$ cat src/rtl/periph_reg_arbiter_pkg.sv
// Shared types and constants for the peripheral register-bus arbiter.
package periph_reg_arbiter_pkg;

  localparam int unsigned RegAddrW = 32;
  localparam int unsigned RegDataW = 32;
  localparam int unsigned RegStrbW = RegDataW / 8;

  localparam int unsigned PeriphRegArbNumReq  = 2;
  localparam int unsigned PeriphRegArbTimeout = 255;

  // Requester slot assignment
  localparam int unsigned REG_ARB_BRIDGE_IDX = 0;
  localparam int unsigned REG_ARB_DBG_IDX    = 1;

  localparam logic [RegAddrW-1:0] UART_REG_START_ADDR = 32'h1A10_2000;

  typedef struct packed {
    logic [RegAddrW-1:0] addr;
    logic                write;
    logic [RegDataW-1:0] wdata;
    logic [RegStrbW-1:0] wstrb;
    logic                valid;
  } reg_req_t;

  typedef struct packed {
    logic [RegDataW-1:0] rdata;
    logic                error;
    logic                ready;
  } reg_rsp_t;

  typedef enum logic {
    ST_IDLE = 1'b0,
    ST_BUSY = 1'b1
  } arb_state_e;

endpackage

$ cat src/rtl/periph_reg_arbiter_if.sv
// Bundles requester-side and peripheral-side register-bus signals.
interface periph_reg_arbiter_if
  import periph_reg_arbiter_pkg::*;
#(
  parameter int unsigned NumReq = PeriphRegArbNumReq
) ();

  reg_req_t [NumReq-1:0] req_i;
  reg_rsp_t [NumReq-1:0] rsp_o;
  reg_req_t              req_o;
  reg_rsp_t              rsp_i;

  // Arbiter view
  modport slave (
    input  req_i,
    input  rsp_i,
    output rsp_o,
    output req_o
  );

  // Environment view: requesters plus peripheral demux
  modport master (
    output req_i,
    output rsp_i,
    input  rsp_o,
    input  req_o
  );

endinterface

$ cat src/rtl/periph_reg_arbiter_rr_prio_sel.sv
// Combinational round-robin finder: first valid index at or above ptr, wrapping.
module rr_prio_sel
  import periph_reg_arbiter_pkg::*;
#(
  parameter  int unsigned NumReq = PeriphRegArbNumReq,
  localparam int unsigned IdxW   = $clog2(NumReq)
) (
  input  logic [NumReq-1:0] valid,
  input  logic [IdxW-1:0]   ptr,
  output logic [IdxW-1:0]   idx,
  output logic              any_valid
);

  logic [IdxW-1:0] cand;

  // Scan offsets 0..NumReq-1 from ptr; the first hit wins
  always_comb begin
    idx       = '0;
    any_valid = 1'b0;
    cand      = '0;
    for (int unsigned off = 0; off < NumReq; off++) begin
      cand = IdxW'((32'(ptr) + off) % NumReq);
      if (!any_valid && valid[cand]) begin
        any_valid = 1'b1;
        idx       = cand;
      end
    end
  end

endmodule

$ cat src/rtl/periph_reg_arbiter.sv
// Round-robin arbiter sharing one peripheral register-bus port among NumReq requesters.
// Optional busy watchdog compiled in with PERIPH_REG_ARB_TIMEOUT_EN.
module periph_reg_arbiter
  import periph_reg_arbiter_pkg::*;
#(
  parameter  int unsigned NumReq        = PeriphRegArbNumReq,
  parameter  int unsigned TimeoutCycles = PeriphRegArbTimeout,
  localparam int unsigned IdxW          = $clog2(NumReq)
) (
  input  logic                 clk_i,
  input  logic                 rst_i,
  periph_reg_arbiter_if.slave  bus,
  output logic                 busy_o,
  output logic [IdxW-1:0]      grant_idx_o,
  output logic                 timeout_o
);

  if (NumReq < 2 || TimeoutCycles < 1) begin : g_bad_cfg
    $error("periph_reg_arbiter: NumReq must be >= 2 and TimeoutCycles >= 1");
  end

  arb_state_e            state_q, state_d;
  logic [IdxW-1:0]       grant_q, grant_d;
  logic [IdxW-1:0]       rr_ptr_q, rr_ptr_d;
  logic [IdxW-1:0]       next_ptr;
  logic [IdxW-1:0]       sel_idx;
  logic                  sel_any;
  logic [NumReq-1:0]     valid_vec;
  logic                  gnt_valid;
  logic                  complete;
  logic                  withdraw;
  logic                  timeout_hit;
  reg_req_t              req_c;
  reg_rsp_t [NumReq-1:0] rsp_c;

  // Gather requester valids for the round-robin search
  always_comb begin
    valid_vec = '0;
    for (int unsigned i = 0; i < NumReq; i++) begin
      valid_vec[i] = bus.req_i[i].valid;
    end
  end

  rr_prio_sel #(
    .NumReq (NumReq)
  ) u_rr_prio_sel (
    .valid     (valid_vec),
    .ptr       (rr_ptr_q),
    .idx       (sel_idx),
    .any_valid (sel_any)
  );

  assign gnt_valid = bus.req_i[grant_q].valid;
  assign complete  = (state_q == ST_BUSY) && gnt_valid && bus.rsp_i.ready;
  assign withdraw  = (state_q == ST_BUSY) && !gnt_valid;
  assign next_ptr  = (grant_q == IdxW'(NumReq - 1)) ? '0 : grant_q + IdxW'(1);

`ifdef PERIPH_REG_ARB_TIMEOUT_EN
  localparam int unsigned CntW = $clog2(TimeoutCycles + 1);

  logic [CntW-1:0] cnt_q, cnt_d;

  // The current BUSY cycle is cycle cnt_q+1, so the limit is hit at cnt_q == TimeoutCycles-1
  assign timeout_hit = (state_q == ST_BUSY) && gnt_valid && !bus.rsp_i.ready &&
                       (cnt_q == CntW'(TimeoutCycles - 1));

  // Busy-cycle counter: zero on BUSY entry, counts non-completing BUSY cycles
  always_comb begin
    cnt_d = '0;
    if ((state_q == ST_BUSY) && !complete && !withdraw && !timeout_hit) begin
      cnt_d = cnt_q + CntW'(1);
    end
  end

  // Counter register
  always_ff @(posedge clk_i) begin
    if (rst_i) begin
      cnt_q <= '0;
    end else begin
      cnt_q <= cnt_d;
    end
  end
`else
  assign timeout_hit = 1'b0;
`endif

  // Next-state and bus muxing; rdata/error pass straight through from the peripheral
  always_comb begin
    state_d  = state_q;
    grant_d  = grant_q;
    rr_ptr_d = rr_ptr_q;
    req_c    = '0;
    rsp_c    = '0;
    unique case (state_q)
      ST_IDLE: begin
        if (sel_any) begin
          grant_d = sel_idx;
          state_d = ST_BUSY;
        end
      end
      ST_BUSY: begin
        req_c                = bus.req_i[grant_q];
        rsp_c[grant_q]       = bus.rsp_i;
        // A withdrawn requester never sees ready
        rsp_c[grant_q].ready = bus.rsp_i.ready & gnt_valid;
        if (withdraw) begin
          state_d = ST_IDLE;
        end else if (complete) begin
          rr_ptr_d = next_ptr;
          state_d  = ST_IDLE;
        end else if (timeout_hit) begin
          req_c.valid          = 1'b0;
          rsp_c[grant_q]       = '0;
          rsp_c[grant_q].ready = 1'b1;
          rsp_c[grant_q].error = 1'b1;
          rr_ptr_d             = next_ptr;
          state_d              = ST_IDLE;
        end
      end
      default: state_d = ST_IDLE;
    endcase
  end

  // State, grant and round-robin pointer registers
  always_ff @(posedge clk_i) begin
    if (rst_i) begin
      state_q  <= ST_IDLE;
      grant_q  <= '0;
      rr_ptr_q <= '0;
    end else begin
      state_q  <= state_d;
      grant_q  <= grant_d;
      rr_ptr_q <= rr_ptr_d;
    end
  end

  assign bus.req_o   = req_c;
  assign bus.rsp_o   = rsp_c;
  assign busy_o      = (state_q == ST_BUSY);
  assign grant_idx_o = grant_q;
  assign timeout_o   = timeout_hit;

endmodule

$ cat src/flat_wrapper.sv
// flat-port wrapper written by rule: the top's interface ports become plain ports
module periph_reg_arbiter_flat import periph_reg_arbiter_pkg::*;
#(
  parameter  int unsigned NumReq        = PeriphRegArbNumReq,
  parameter  int unsigned TimeoutCycles = PeriphRegArbTimeout,
  localparam int unsigned IdxW          = $clog2(NumReq)
)
  (clk_i, rst_i, busy_o, grant_idx_o, timeout_o, bus_req_i, bus_rsp_i, bus_rsp_o, bus_req_o);
  periph_reg_arbiter_if #(.NumReq(NumReq)) bus_i ();
  input  logic clk_i;
  input  logic rst_i;
  output logic busy_o;
  output logic [IdxW-1:0] grant_idx_o;
  output logic timeout_o;
  input wire logic [$bits(bus_i.req_i)-1:0] bus_req_i;
  input wire logic [$bits(bus_i.rsp_i)-1:0] bus_rsp_i;
  output wire logic [$bits(bus_i.rsp_o)-1:0] bus_rsp_o;
  output wire logic [$bits(bus_i.req_o)-1:0] bus_req_o;
  assign bus_i.req_i = bus_req_i;
  assign bus_i.rsp_i = bus_rsp_i;
  assign bus_rsp_o = bus_i.rsp_o;
  assign bus_req_o = bus_i.req_o;
  periph_reg_arbiter #(.NumReq(NumReq), .TimeoutCycles(TimeoutCycles)) u_core (.clk_i(clk_i), .rst_i(rst_i), .bus(bus_i), .busy_o(busy_o), .grant_idx_o(grant_idx_o), .timeout_o(timeout_o));
endmodule
$ cat config.mk
export PLATFORM = sky130hd
export DESIGN_NAME = periph_reg_arbiter_flat
export DESIGN_NICKNAME = d
export VERILOG_FILES = /design/src/rtl/periph_reg_arbiter_pkg.sv /design/src/rtl/periph_reg_arbiter_if.sv /design/src/rtl/periph_reg_arbiter_rr_prio_sel.sv /design/src/rtl/periph_reg_arbiter.sv /design/src/flat_wrapper.sv
export SDC_FILE = /design/constraint.sdc
export NUM_CORES = 1
export LEC_CHECK = 0
export CORE_AREA = 2 2 125 127
export DETAILED_ROUTE_END_ITERATION = 10
export DIE_AREA = 0 0 127 129
export GPL_TIMING_DRIVEN = 0
export SLEW_MARGIN = 20
export SYNTH_ARGS = -nofsm -noshare
export SYNTH_HDL_FRONTEND = slang
export SYNTH_SLANG_ARGS = --single-unit
export TNS_END_PERCENT = 30
$ cat constraint.sdc
create_clock -name clk_i -period 1.5 [get_ports clk_i]
set_input_delay 0.45 -clock clk_i [delete_from_list [all_inputs] [get_ports clk_i]]
set_output_delay 0.45 -clock clk_i [all_outputs]
set_load 0.005 [all_outputs]
==> impl_metrics.py, run 1 <==
metrics = {
    "run_status": {
        "status": "finished, violations left",
        "violations": "negative setup slack",
    },
    "cells_and_area": {
        "final_cell_mix": "clkdlybuf4s50_1 (170), buf_2 (89), nor2_1 (71)",
        "drive_gt1_frac": 0.3990,
        "mostFrequentLayoutCell": "clkdlybuf4s50_1",
        "fillers": 1563,
        "area_delta_synth_final_pct": 223.2,
        "final_nets": 781,
        "final_util": 0.3683,
    },
    "placed_design": {
        "gp_congestion": 0.8652,
        "place_hpwl_um": 9427,
        "port_buffers": 315,
        "place_ws_ns": -0.7877,
    },
    "global_routing": {
        "grt_pass1_vias": 3224,
        "overflow": 0,
        "grt_util_all_layers": 0.1324,
        "grt_first_pass_wirelength_um": 17150,
        "grt_max_degree": 11,
        "antenna_found_initial": 2,
    },
    "detailed_routing": {
        "drc_errors": 0,
        "totalWireLength_um": 11890,
        "vias": 3170,
        "vias_per_cell": 3.992,
        "drtPass1Iterations": 4,
        "ant_nets": 0,
        "drt-wirelength-per-cell_um": 14.98,
        "initialDrtViolationCount": 81,
    },
    "clock_tree": {
        "cts_hold_buf": 0,
        "cts_buffer_depth": 2,
        "cts_sinks": 3,
        "clk_pin_slew_worst_paths_ns": 0.03,
        "cts-htree-levels": 1,
        "cts_root_buffer": "clkbuf_16",
        "cts_tree": "built",
        "clkLatencyLatePin_ns": 0.22,
        "numCtsBuffers": 3,
    },
    "synth": {
        "syn-cell-area_sq_mm": 0.001707,
        "async_reset_ff_frac": 0,
        "synth_largest_area_cell": "mux2i_1",
        "ys_warn_count": 0,
        "ys_ff_latch": 3,
        "synthMuxAreaShare": 0.4106,
        "synthFlopType": "dfxtp_1",
        "synth_cells": 253,
        "avgSynthCellArea_sq_um": 6.746,
        "synth.net_count": 429,
        "synth_compound_area_frac": 0.02786,
        "ys_seq_area_frac": 0.03519,
        "synth_top_area_share": 0.4106,
        "yosys.area_share.adder": 0,
        "synth-xor-area-share": 0,
        "synth_top_family_by_area": "simple AND/OR/NAND/NOR gates",
        "synth_edf_count": 0,
        "synthDistinctLibCells": 24,
        "yosys.area_share.simple": 0.4164,
        "synthTopCellsByArea": "mux2i_1 (41%), nor2_1 (16%), and2_1 (12%)",
    },
    "timing": {
        "setup_viol": 138,
        "fin_crit_sh": 1.251,
        "finalMaxSlewViolations": 0,
        "fin_crit_ns": 1.876,
        "skew_ns": 0.001238,
        "fin_ws_ns": -0.3761,
        "max_freq_ghz": 0.5330,
        "hold_violations": 0,
        "rsz0062_at_grt": "yes",
    },
    "critical_path": {
        "critPathKind": "flip-flop to primary output",
        "cp-startpoint": "u_core.grant_idx_o",
        "endpoint_kind": "primary output",
        "worst_setup_path_start_kind": "flip-flop",
        "timing.reg2reg.setup_slack_ns": 0.30,
        "reg2reg_depth": 5,
        "cpPeakStageDelay_ns": 0.38,
        "r2r_start": "u_core.grant_idx_o",
        "critical_path.slowest_cell": "dfxtp_4",
        "critPathRequiredTime_ns": 1.05,
        "worstPathArrival_ns": 1.43,
        "worstPathCellList": "buf_12 -> nor2_4 -> buf_4 -> clkbuf_8 -> and2_4 -> buf_6",
        "cp_max_fo": 6,
        "regToRegEndpoint": "u_core.busy_o",
        "worstSetupEndpoint": "bus_rsp_o[25]",
    },
    "flow_run": {
        "drv_cap": 0,
    },
    "floorplan": {
        "core-area_sq_mm": 0.01498,
        "die_w_um": 127,
        "initial_utilization": 0.1140,
        "dieArea_sq_mm": 0.01638,
        "dieHeight_um": 129,
        "num_rows": 45,
        "top_level_ports": 317,
    },
    "pwr": {
        "power_leakage_nw": 2.577,
        "powerDensity_mw_per_mm2": 386.9,
        "peakVddDrop_uv": 226.8,
    },
    "min_path": {
        "hold_class": "flip-flop to flip-flop",
    },
}
[flip-flops by register name, summed over array words and instances, names as in the netlist]
signal / cells
u_core.busy_o: 1
u_core.grant_idx_o: 1
u_core.rr_ptr_q: 1
[worst max-delay path, delay by kind of cell, from the launching register on]
family / cells / cell delay (ns)
DFF: 1 / 0.38
buffers and inverters: 4 / 0.50
and+or+nand+nor: 2 / 0.32
[metrics by stage]
stage / TNS (ns) / std cells / power [mW] / hold slack [ns] / instance area (sq um)
floorplan: 0 / 253 / 0.5459 / 0.4621 / 1707
global route: -47.25 / 794 / 2.282 / 0.5483 / 5515
detailed placement: -85.20 / 756 / 1.532 / 0.4928 / 5095
finish: -38.25 / 794 / 2.134 / 0.4990 / 5515
CTS: -49.59 / 794 / 2.196 / 0.4963 / 5675
global placement: -82.88 / 756 / 1.518 / 0.4792 / 5095
[cell usage after synthesis (all sizes together), types with 2 or more instances]
cell type	instances
nor2	74
mux2i	70
and2	33
and3	33
clkbuf	14
buf	13
dfxtp	3
inv	3
nand2	2
[how the worst min path moves through the flow]
stage | end | from | cells past startpoint
after floorplan | u_core.rr_ptr_q | u_core.rr_ptr_q | 2
after global placement | u_core.rr_ptr_q | u_core.rr_ptr_q | 2
after detailed placement | u_core.rr_ptr_q | u_core.rr_ptr_q | 2
after CTS | u_core.rr_ptr_q | u_core.rr_ptr_q | 2
after global routing | u_core.rr_ptr_q | u_core.rr_ptr_q | 2
final | u_core.rr_ptr_q | u_core.rr_ptr_q | 2
[metal layers]
metal  routed length (um)  share of wire  track usage  vias to the layer above
met3                 1117          0.094      0.02911                        8
met5                    0              0            0                        -
met1                 4199           0.35       0.1401                     1403
met4                  155          0.013      0.03620                        0
li1                     -              -            -                     1562
met2                 6419           0.54       0.2625                      197
[kinds of logic (layout without fill, tap and decap cells)]
| kind of cell | Yosys count | in the layout |
|---|---|---|
| flops | 3 | 3 |
| simple gates | 143 | 143 |
| compound gates | 6 | 6 |
| mux | 70 | 70 |
| buf+inv | 30 | 381 |
| other cells | 1 | 3 |
[power by group]
group | total [mW] | switching [mW] | leakage (nW) | internal, mW
registers | 0.0977 | 0.0121 | 0.0259 | 0.0856
logic | 1.61 | 0.557 | 2.51 | 1.05
clock network | 0.424 | 0.0737 | 0.0382 | 0.351
[layout make-up]
cell class / count / area, sq um / area share
sequential: 3 / 67.56 / 0.01225
tap: 188 / 235.2 / 0.04265
buffer: 25 / 310.3 / 0.05626
multi-input combinational: 220 / 1593 / 0.2888
inverter: 3 / 13.76 / 0.002495
antenna: 2 / 5.005 / 0.0009074
clock buffer: 4 / 78.83 / 0.01429
timing repair buffer: 349 / 3212 / 0.5824
[repair_timing]
action	in CTS	in global routing
gates cloned	12	0
endpoints found under the setup margin	140	138
setup buffers	24	3
pin swaps	34	6
gates resized for setup	646	43
Power figures use the tool's default switching activity.
==> run 2, diff against run 1 <==
--- a/config.mk
+++ b/config.mk
@@ -5,9 +5,10 @@
 export SDC_FILE = /design/constraint.sdc
 export NUM_CORES = 1
 export LEC_CHECK = 0
-export CORE_AREA = 2 2 125 127
+export CORE_AREA = 2 2 124 126
+export CTS_BUF_LIST = sky130_fd_sc_hd__clkbuf_16
 export DETAILED_ROUTE_END_ITERATION = 10
-export DIE_AREA = 0 0 127 129
+export DIE_AREA = 0 0 126 128
 export GPL_TIMING_DRIVEN = 0
 export SLEW_MARGIN = 20
 export SYNTH_ARGS = -nofsm -noshare
==> constraint.sdc (replaced) <==
create_clock -name clk_i -period 1.7 [get_ports clk_i]
set_input_delay 0.51 -clock clk_i [delete_from_list [all_inputs] [get_ports clk_i]]
set_output_delay 0.51 -clock clk_i [all_outputs]
set_load 0.005 [all_outputs]
==> run 2 against run 1 <==
Compared with the run above:
- the flow still finishes with violations (negative setup slack)
- critical path depth is 1 higher
- sequential share of layout area is 0.057 points lower
- clock skew hardly changed
- cell count is 3.7% higher
- sequential power is 15% lower
- core utilization is 2.1 points higher
==> impl_metrics.py, run 2 (synthesis gave the netlist of run 1 again) <==
metrics = {
    "run_status": {
        "status": "finished, violations left",
        "violations": "negative setup slack",
    },
    "pwr": {
        "p_total_mw": 1.987,
        "power_leakage_nw": 2.731,
        "powerDensity_mw_per_mm2": 343.7,
        "peakVddDrop_uv": 173.2,
    },
    "floorplan": {
        "top_level_ports": 317,
        "core-area_sq_mm": 0.01486,
        "num_rows": 45,
        "initial_utilization": 0.1148,
        "dieHeight_um": 128,
        "die_w_um": 126,
        "dieArea_sq_mm": 0.01613,
    },
    "placed_design": {
        "place_ws_ns": -0.6796,
        "gp_congestion": 0.8461,
        "port_buffers": 315,
        "place_area_sq_mm": 0.005095,
        "place_hpwl_um": 9853,
    },
    "critical_path": {
        "endpoint_kind": "primary output",
        "cp_max_fo": 7,
        "worst_setup_path_start_kind": "flip-flop",
        "critPathKind": "flip-flop to primary output",
        "critPathRequiredTime_ns": 1.19,
        "worstPathArrival_ns": 1.47,
    },
    "clock_tree": {
        "clkLatencyLatePin_ns": 0.22,
        "cts_sinks": 3,
        "cts_root_buffer": "clkbuf_16",
        "cts_hold_buf": 0,
        "numCtsBuffers": 3,
        "cts-htree-levels": 1,
        "cts_buffer_depth": 2,
        "cts_tree": "built",
        "clk_pin_slew_worst_paths_ns": 0.03,
    },
    "timing": {
        "setup_viol": 138,
        "rsz0062_at_grt": "yes",
        "fin_crit_ns": 1.980,
        "fin_crit_sh": 1.165,
        "max_freq_ghz": 0.5051,
        "finalMaxSlewViolations": 0,
        "fin_ws_ns": -0.2797,
        "hold_violations": 0,
        "skew_ns": 0.0007761,
    },
    "detailed_routing": {
        "vias_per_cell": 4.035,
        "initialDrtViolationCount": 50,
        "totalWireLength_um": 12460,
        "drc_errors": 0,
        "vias": 3321,
        "drtPass1Iterations": 4,
        "drt-wirelength-per-cell_um": 15.14,
        "ant_nets": 0,
    },
    "global_routing": {
        "antenna_found_initial": 0,
        "grt_max_degree": 11,
        "grt_first_pass_wirelength_um": 17820,
        "grt_util_all_layers": 0.1393,
        "grt_pass1_vias": 3403,
        "overflow": 0,
    },
    "cells_and_area": {
        "final_nets": 812,
        "drive_gt1_frac": 0.4283,
        "final_cell_mix": "clkdlybuf4s50_1 (164), buf_2 (79), nor2_1 (72)",
        "final_area_sq_mm": 0.005783,
        "antenna_cells": 0,
        "mostFrequentLayoutCell": "clkdlybuf4s50_1",
        "area_delta_synth_final_pct": 238.9,
    },
    "min_path": {
        "hold_class": "flip-flop to flip-flop",
    },
    "flow_run": {
        "drv_cap": 0,
    },
}
[run 2: cell count changes in the layout (fill, tap and decap cells not counted), moves of 5 or more]
cell / before / now
buf_2: 89 / 79
buf_4: 6 / 22
clkdlybuf4s50_1: 170 / 164
buf_16: 7 / 1
clkdlybuf4s15_1: 2 / 8
buf_6: 40 / 68
dlygate4sd2_1: 7 / 12
[run 2: per-layer routing]
metal	GRT usage	share of wire	wire (um)
met1	0.1449	0.36	4463
met2	0.2764	0.53	6653
met3	0.03381	0.089	1107
met4	0.03685	0.019	240
met5	0	0	0
[run 2: layout make-up]
| cell class | count | area [sq um] |
|---|---|---|
| fillers | 1538 | 9081 |
| repair buffers | 380 | 3421 |
| multi-input cells | 220 | 1634 |
| plain buffers | 25 | 327.8 |
| well taps | 188 | 235.2 |
| clock buffers | 3 | 75.07 |
| flip-flops and latches | 3 | 67.56 |
| inverters | 3 | 18.77 |
| clock inverters | 1 | 3.754 |
[run 2: worst max-delay path: stages (launching register included)]
cell and delay, ns:
dfxtp_4 0.34, buf_8 0.13, buf_12 0.14, buf_4 0.14
buf_8 0.12, buf_6 0.11, and3_1 0.13, buf_2 0.13
[run 2: final timing paths]
kind	slack, ns	endpoint	startpoint	cells after the start
min reg2reg	0.49	u_core.rr_ptr_q	u_core.rr_ptr_q	2
max	-0.28	bus_rsp_o[65]	u_core.grant_idx_o	7
min	0.49	u_core.rr_ptr_q	u_core.rr_ptr_q	2
max reg2reg	0.34	u_core.busy_o	u_core.grant_idx_o	7
[run 2: per-stage QoR]
step | hold slack, ns | utilization | TNS, ns | instances
detailed placement | 0.4868 | 0.3428 | -69.23 | 756
finish | 0.4877 | 0.3891 | -22.95 | 823
global placement | 0.4786 | 0.3428 | -66.58 | 756
global route | 0.5268 | 0.3891 | -30.36 | 823
CTS | 0.4908 | 0.3838 | -25.85 | 818
floorplan | 0.4621 | - | 0 | 253
[run 2: repair_timing]
item,in CTS,in global routing
resized for setup,644,74
pin swaps,27,8
buffers inserted,51,9
endpoints found under the hold margin,0,0
gates cloned,7,0
endpoints found under the setup margin,138,138
[run 2: report_power, final]
part	switching (mW)	internal (mW)
Sequential	0.00764	0.0755
Combinational	0.530	1.01
Clock	0.0599	0.303
Total	0.598	1.39
==> run 3, diff against run 2 <==
--- a/config.mk
+++ b/config.mk
@@ -7,6 +7,7 @@
 export LEC_CHECK = 0
 export CORE_AREA = 2 2 124 126
 export CTS_BUF_LIST = sky130_fd_sc_hd__clkbuf_16
+export CTS_CLUSTER_SIZE = 10
 export DETAILED_ROUTE_END_ITERATION = 10
 export DIE_AREA = 0 0 126 128
 export GPL_TIMING_DRIVEN = 0
==> results of run 3 <==
No change in the layout: final DEF, timing and power equal those of run 2.
